==> src/rtl/battle_pkg.sv <==
// battle_pkg: shared types for the battle screen sequencer.
//   battle_state_t : turn-level state, encodings are visible on state_out
//   anim_phase_t   : game-over animation phase (whole / divided / falling / done)
//   rgb444_t       : 12-bit pixel, {R[3:0], G[3:0], B[3:0]}
//   sat_add444     : per-channel saturating add of two RGB444 pixels
package battle_pkg;

   typedef enum logic [3:0] {
      ST_MENU    = 4'b0000,
      ST_PLAYER  = 4'b0001,
      ST_ENEMY   = 4'b1000,
      ST_VICTORY = 4'b0100,
      ST_OVER    = 4'b1111
   } battle_state_t;

   typedef enum logic [1:0] {
      PH_HOLD  = 2'd0,
      PH_SPLIT = 2'd1,
      PH_FALL  = 2'd2,
      PH_DONE  = 2'd3
   } anim_phase_t;

   typedef logic [11:0] rgb444_t;

   // Each 4-bit channel is summed in 5 bits; a carry clamps it to 0xF.
   function automatic rgb444_t sat_add444(input rgb444_t a, input rgb444_t b);
      rgb444_t    r;
      logic [4:0] s;
      r = '0;
      for (int c = 0; c < 3; c++) begin
         s = {1'b0, a[c*4 +: 4]} + {1'b0, b[c*4 +: 4]};
         r[c*4 +: 4] = s[4] ? 4'hF : s[3:0];
      end
      return r;
   endfunction

endpackage

==> src/rtl/edge_det.sv <==
// edge_det: one-bit rising-edge detector.
//   clk, rst : clock, synchronous active-high reset (history clears to 0)
//   d_in     : level to watch
//   rise_out : high in the cycle d_in is 1 and was 0 the cycle before
// The history register samples every cycle unconditionally, so a level that
// rises while the consumer is not listening is never seen as an edge later.
module edge_det (
   input  logic clk,
   input  logic rst,
   input  logic d_in,
   output logic rise_out
);

   logic prev_q;
   logic prev_d;

   always_comb begin
      prev_d = d_in;
   end

   always_ff @(posedge clk) begin
      if (rst) prev_q <= 1'b0;
      else     prev_q <= prev_d;
   end

   assign rise_out = d_in & ~prev_q;

endmodule

==> src/rtl/battle_sequencer.sv <==
// battle_sequencer: turn sequencer and layer compositor for the battle screen.
//   Steps MENU -> PLAYER -> ENEMY -> MENU on done edges, counts completed
//   enemy turns, ends in VICTORY after NUM_ROUNDS or in OVER on a game_over
//   edge, where a timed three-phase heart animation plays out.
// Ports:
//   clk, rst                     : pixel clock, synchronous active-high reset
//   menu/player/enemy_done_in    : turn-finished levels (rising edge = event)
//   game_over_in                 : HP reached zero (rising edge = event)
//   restart_in                   : restart request, VICTORY or OVER phase 3
//   pause_in                     : freeze request (BATTLE_SEQ_PAUSE_EN only)
//   *_pix_in                     : RGB444 layer pixels
//   state_out, round_out         : current state, completed enemy turns
//   round_rst_out                : one-cycle pulse resetting turn sub-blocks
//   anim_phase_out, divided_out, fall_valid_out, over_done_out : animation
//   pixel_out                    : registered composited pixel
// Build option: define BATTLE_SEQ_PAUSE_EN to add pause_in.
module battle_sequencer
   import battle_pkg::*;
#(
   parameter int NUM_ROUNDS   = 8,
   parameter int HOLD_CYCLES  = 65_000_000,
   parameter int SPLIT_CYCLES = 130_000_000,
   parameter int FALL_CYCLES  = 195_000_000,
   parameter int RW           = $clog2(NUM_ROUNDS + 1)
) (
   input  logic          clk,
   input  logic          rst,
   input  logic          menu_done_in,
   input  logic          player_done_in,
   input  logic          enemy_done_in,
   input  logic          game_over_in,
   input  logic          restart_in,
`ifdef BATTLE_SEQ_PAUSE_EN
   input  logic          pause_in,
`endif
   input  logic [11:0]   menu_pix_in,
   input  logic [11:0]   player_pix_in,
   input  logic [11:0]   enemy_pix_in,
   input  logic [11:0]   hud_pix_in,
   input  logic [11:0]   heart_pix_in,
   input  logic [11:0]   fall_pix_in,
   input  logic [11:0]   text_pix_in,
   output logic [3:0]    state_out,
   output logic [RW-1:0] round_out,
   output logic          round_rst_out,
   output logic [1:0]    anim_phase_out,
   output logic          divided_out,
   output logic          fall_valid_out,
   output logic          over_done_out,
   output logic [11:0]   pixel_out
);

   localparam logic [31:0]   HOLD_LAST   = 32'(HOLD_CYCLES - 1);
   localparam logic [31:0]   SPLIT_LAST  = 32'(SPLIT_CYCLES - 1);
   localparam logic [31:0]   FALL_LAST   = 32'(FALL_CYCLES - 1);
   localparam logic [RW-1:0] ROUND_LIMIT = RW'(NUM_ROUNDS);

   // ---------------------------------------------------------------- edges
   logic menu_rise, player_rise, enemy_rise, over_rise, restart_rise;

   edge_det u_menu_edge    (.clk(clk), .rst(rst), .d_in(menu_done_in),   .rise_out(menu_rise));
   edge_det u_player_edge  (.clk(clk), .rst(rst), .d_in(player_done_in), .rise_out(player_rise));
   edge_det u_enemy_edge   (.clk(clk), .rst(rst), .d_in(enemy_done_in),  .rise_out(enemy_rise));
   edge_det u_over_edge    (.clk(clk), .rst(rst), .d_in(game_over_in),   .rise_out(over_rise));
   edge_det u_restart_edge (.clk(clk), .rst(rst), .d_in(restart_in),     .rise_out(restart_rise));

   logic freeze;
`ifdef BATTLE_SEQ_PAUSE_EN
   assign freeze = pause_in;
`else
   assign freeze = 1'b0;
`endif

   // ---------------------------------------------------------------- state
   battle_state_t state_q, state_d;
   anim_phase_t   phase_q, phase_d;
   logic [RW-1:0] round_q, round_d;
   logic          round_rst_q, round_rst_d;
   logic [31:0]   timer_q, timer_d;
   rgb444_t       pixel_q, pixel_d;

   logic [RW-1:0] round_inc;
   assign round_inc = round_q + RW'(1);

   always_ff @(posedge clk) begin
      if (rst) begin
         state_q     <= ST_MENU;
         phase_q     <= PH_HOLD;
         round_q     <= '0;
         round_rst_q <= 1'b0;
         timer_q     <= '0;
         pixel_q     <= '0;
      end else begin
         state_q     <= state_d;
         phase_q     <= phase_d;
         round_q     <= round_d;
         round_rst_q <= round_rst_d;
         timer_q     <= timer_d;
         pixel_q     <= pixel_d;
      end
   end

   always_comb begin
      state_d     = state_q;
      phase_d     = phase_q;
      round_d     = round_q;
      round_rst_d = 1'b0;
      timer_d     = timer_q;

      // A frozen sequencer drops every event; edge history still advances.
      if (!freeze) begin
         unique case (state_q)
            ST_MENU, ST_PLAYER, ST_ENEMY: begin
               // game_over beats any simultaneous done edge.
               if (over_rise) begin
                  state_d = ST_OVER;
                  phase_d = PH_HOLD;
                  timer_d = '0;
               end else if (state_q == ST_MENU && menu_rise) begin
                  state_d = ST_PLAYER;
               end else if (state_q == ST_PLAYER && player_rise) begin
                  state_d = ST_ENEMY;
               end else if (state_q == ST_ENEMY && enemy_rise) begin
                  round_d     = round_inc;
                  round_rst_d = 1'b1;
                  state_d     = (round_inc == ROUND_LIMIT) ? ST_VICTORY : ST_MENU;
               end
            end
            ST_VICTORY: begin
               if (restart_rise) begin
                  state_d     = ST_MENU;
                  round_d     = '0;
                  phase_d     = PH_HOLD;
                  timer_d     = '0;
                  round_rst_d = 1'b1;
               end
            end
            ST_OVER: begin
               if (restart_rise && phase_q == PH_DONE) begin
                  state_d     = ST_MENU;
                  round_d     = '0;
                  phase_d     = PH_HOLD;
                  timer_d     = '0;
                  round_rst_d = 1'b1;
               end else begin
                  unique case (phase_q)
                     PH_HOLD: begin
                        if (timer_q == HOLD_LAST) begin
                           phase_d = PH_SPLIT;
                           timer_d = '0;
                        end else timer_d = timer_q + 32'd1;
                     end
                     PH_SPLIT: begin
                        if (timer_q == SPLIT_LAST) begin
                           phase_d = PH_FALL;
                           timer_d = '0;
                        end else timer_d = timer_q + 32'd1;
                     end
                     PH_FALL: begin
                        if (timer_q == FALL_LAST) begin
                           phase_d = PH_DONE;
                           timer_d = '0;
                        end else timer_d = timer_q + 32'd1;
                     end
                     default: timer_d = timer_q;
                  endcase
               end
            end
            default: state_d = ST_MENU;
         endcase
      end
   end

   // ------------------------------------------------------------ compositor
   // Layer selection follows the registered state, so the pixel trails the
   // state/phase by one cycle, same as it trails the layer inputs.
   always_comb begin
      pixel_d = '0;
      unique case (state_q)
         ST_MENU:    pixel_d = sat_add444(menu_pix_in,   hud_pix_in);
         ST_PLAYER:  pixel_d = sat_add444(player_pix_in, hud_pix_in);
         ST_ENEMY:   pixel_d = sat_add444(enemy_pix_in,  hud_pix_in);
         ST_VICTORY: pixel_d = sat_add444(hud_pix_in,    text_pix_in);
         ST_OVER: begin
            if (phase_q == PH_HOLD || phase_q == PH_SPLIT)
               pixel_d = sat_add444(heart_pix_in, text_pix_in);
            else
               pixel_d = sat_add444(fall_pix_in, text_pix_in);
         end
         default:    pixel_d = '0;
      endcase
   end

   // --------------------------------------------------------------- outputs
   assign state_out      = state_q;
   assign round_out      = round_q;
   assign round_rst_out  = round_rst_q;
   assign anim_phase_out = phase_q;
   assign divided_out    = (phase_q != PH_HOLD);
   assign fall_valid_out = (phase_q == PH_FALL) || (phase_q == PH_DONE);
   assign over_done_out  = (phase_q == PH_DONE);
   assign pixel_out      = pixel_q;

endmodule

==> config.mk <==
export PLATFORM = sky130hd
export DESIGN_NAME = battle_sequencer
export DESIGN_NICKNAME = d
export VERILOG_FILES = /design/src/rtl/battle_pkg.sv /design/src/rtl/edge_det.sv /design/src/rtl/battle_sequencer.sv
export SDC_FILE = /design/constraint.sdc
export NUM_CORES = 1
export LEC_CHECK = 0
export CORE_ASPECT_RATIO = 2
export CORE_MARGIN = 2
export CORE_UTILIZATION = 40
export CTS_CLUSTER_DIAMETER = 30
export CTS_CLUSTER_SIZE = 8
export DETAILED_ROUTE_END_ITERATION = 12
export GPL_ROUTABILITY_DRIVEN = 0
export PLACE_DENSITY = 0.69
export RECOVER_POWER = 50
export REMOVE_ABC_BUFFERS = 1
export SLEW_MARGIN = 5
export SYNTH_ARGS = -nofsm -noshare
export SYNTH_HDL_FRONTEND = slang
export SYNTH_HIERARCHICAL = 1
export SYNTH_SLANG_ARGS = --single-unit
==> constraint.sdc <==
create_clock -name clk -period 2.8 [get_ports clk]
set_clock_uncertainty 0.1 [all_clocks]
set_input_delay 0.56 -clock clk [delete_from_list [all_inputs] [get_ports clk]]
set_output_delay 0.56 -clock clk [all_outputs]
set_load 0.01 [all_outputs]
==> run_results.csv <==
group,metric,value,unit
synth,synthArstFlopShare,0,
timing,setup_ws,170,ps
global_routing,overflow,0,
floorplan,die_h,175,microns
route,num_vias,5795,
critical_path,crit_chain,"or4_4 -> or4_4 -> o41ai_4 -> a211oi_4 -> o21bai_4 -> buf_12 -> a21oi_1",
clocking,cts.sinks,60,
synth,yosys.area.top_type,"dfxtp_1",
placement,dp.cells,1045,
clocking,ctsHoldBuffers,0,
global_routing,grt_pass1_vias,6001,
critical_path,startpoint_type,"flip-flop",
clocking,cts_setup_buffers,0,
floorplan,dieArea,15700,sq um
floorplan,core_area,14400,sq um
clocking,cts-resized-gates,0,
layout,antenna_cells,0,
placement,dp_hpwl,14.8,mm
clocking,clkTransAtPathRegs,60,ps
route,drtIter0Drc,212,
timing,slew_viol_final,0,
placement,io_buffers,116,
run,maxCapViolCount,0,
layout,multi_input_area,4410,sq um
critical_path,cp.required,2920,ps
timing,min_period,2630,ps
route,ant_nets,0,
layout,syn2layout_area_growth,33.9,%
pwr,netSwitchingFraction,0.327,
synth,synth_cell_types,56,
pwr,powerDensity,387,nW/um^2
critical_path,cpPeakStageDelay,580,ps
clocking,cts_buffer_depth,2,
critical_path,critPathMostFrequentCell,"or4_4",
synth,syn_inst,706,
pwr,ir_worst_vdd,0.000297,V
hold_path,min_path_type,"reg -> reg",
clocking,htree_levels,3,
timing,fmax,380,MHz
synth,synth-edff-count,0,
global_routing,grt_pass1_wl,27.8,mm
status,status,"finished clean",
layout,drive_above_1_share,0.105,
critical_path,cp.arrival,2750,ps
critical_path,cpMaxStageDelayCell,"or4_4",
layout,fin_cells,1061,
synth,synth_common_cells,"ha_1, a21oi_1, dfxtp_1, o21ai_0, nand2_1",
layout,finalInstanceArea,7840,sq um
synth,yosys.area.top_type_share,0.205,
clocking,tritoncts,"yes",
floorplan,start_util,0.408,
global_routing,grt_max_degree,29,
floorplan,io_pins,117,
route,wirelength,17.8,mm
synth,yosys_warnings,6,
synth,avgSynthCellArea,8.30,sq um
timing,hold_slack,387,ps
pwr,combPwrFrac,0.340,
route,via_per_inst,5.46,
synth,synth.area.top_cells,"dfxtp_1, ha_1, fa_1, a21oi_1, o21ai_0",
critical_path,cp_max_fo,28,
clocking,cts-buffers-inserted,9,
floorplan,fp-row-count,62,
timing,worstMarginPinSlew,716,ps
synth,yosysSeqAreaShare,0.205,
pwr,p_seq_frac,0.308,
synth,yosysMostFrequentCell,"ha_1",
timing,rsz0062_at_grt,"no",
route,first_pass_iters,4,
synth,yosys_register_bits,60,
timing,hold_violations,0,
floorplan,die_w,89.6,microns
timing,period_share,0.939,
placement,placed_area,7580,sq um
global_routing,antenna_found_initial,0,
timing,slew_headroom,0.519,
clocking,clk_latency,340,ps
pwr,clockPowerShare,0.352,
timing,setup_viol,0,
synth,ys.flop_type,"dfxtp_1",
layout,fillers,1385,
route,routedWlPerCell,16.8,microns
layout,regArea,1200,sq um
critical_path,endpoint_kind,"flip-flop",
synth,syn_area,5860,sq um
pwr,internal-power,2.04,mW
global_routing,grt_usage,0.229,
pwr,power_switching,0.992,mW
layout,num-nets-final,1052,
critical_path,crit_type,"reg -> reg",
placement,dp_slack,-35.5,ps
pwr,p_leak,3.37,nW
route,drc,0,
timing,fin_tns_setup,0,ps
clocking,clockRootBuffer,"clkbuf_16",
## critical path: cells and delay by family (launching register included)
| kind | cells | cell delay (ps) |
|---|---|---|
| flops | 1 | 330 |
| compound gates | 4 | 760 |
| simple gates | 2 | 1120 |
| buf+inv | 1 | 190 |
## layout make-up
class | instances | share of cell area
repair buffers | 165 | 0.195
multi-input cells | 582 | 0.563
well taps | 192 | 0.0306
inverters | 46 | 0.0220
clock buffers | 10 | 0.0305
clock inverters | 6 | 0.00590
flip-flops and latches | 60 | 0.153
## per-stage QoR
step	total power, mW	utilization
floorplan	1.51	-
global placement	1.99	0.528
detailed placement	2.01	0.528
CTS	3.08	0.548
global route	3.21	0.546
finish	3.03	0.546
## kinds of logic (layout without fill, tap and decap cells)
family	after synthesis	in the layout	synth area share
simple gates	238	238	0.230
compound gates	191	191	0.207
fa+ha+maj	97	97	0.230
buf+inv	64	227	0.0436
flops	60	60	0.205
xor+xnor	53	53	0.0792
mux	3	3	0.00513
## routing by layer
metal	up-vias	part of all wire	global-route usage	wire (microns)
met3	58	0.043	0.0392	766
met5	-	0	0	0
li1	2850	-	-	-
met2	155	0.57	0.445	10100
met4	0	0.049	0.123	874
met1	2732	0.34	0.210	6080
## path summary, 6_finish.rpt
path | slack, ps | cells past startpoint | from | endpoint
max | 170 | 7 | timer_q[31]$_SDFFE_PP0P_ | timer_q[19]$_SDFFE_PP0P_
min | 390 | 2 | round_out[3]$_SDFFE_PP0P_ | round_out[3]$_SDFFE_PP0P_
max reg2reg | 170 | 7 | timer_q[31]$_SDFFE_PP0P_ | timer_q[19]$_SDFFE_PP0P_
min reg2reg | 390 | 2 | round_out[3]$_SDFFE_PP0P_ | round_out[3]$_SDFFE_PP0P_
## sequential cells by signal, summed over array words and instances, names as in the netlist, 2 cells and up
name and count:
anim_phase_out 2, pixel_out 12, round_out 4, state_out 4, timer_q 32
## power groups by stage
stage	registers, mW	logic, mW	clock network, mW
5_1_grt	0.940	1.14	1.13
2_1_floorplan	0.967	0.540	0
3_3_place_gp	0.954	1.04	0
3_5_place_dp	0.954	1.05	0
6_report	0.934	1.03	1.07
4_1_cts	0.936	1.06	1.08
## layout by cell type (no fill, tap or decap), drive strengths merged, types with 7 or more instances in the layout
master,Yosys,routed
ha,79,79
xnor2,27,27
clkdlybuf4s50,0,89
xor2,26,26
nand3,19,19
inv,46,48
a31oi,11,11
nand2,48,48
o221ai,9,9
buf,2,45
nor2,51,51
nor2b,30,30
nor4,7,7
nor3,15,15
o21ai,50,50
dlygate4sd3,0,27
clkbuf,16,14
nand2b,8,8
dfxtp,60,60
a21oi,65,65
or3,11,11
fa,18,18
nand4,12,12
a21o,31,31
(Power assumes the default switching activity.)
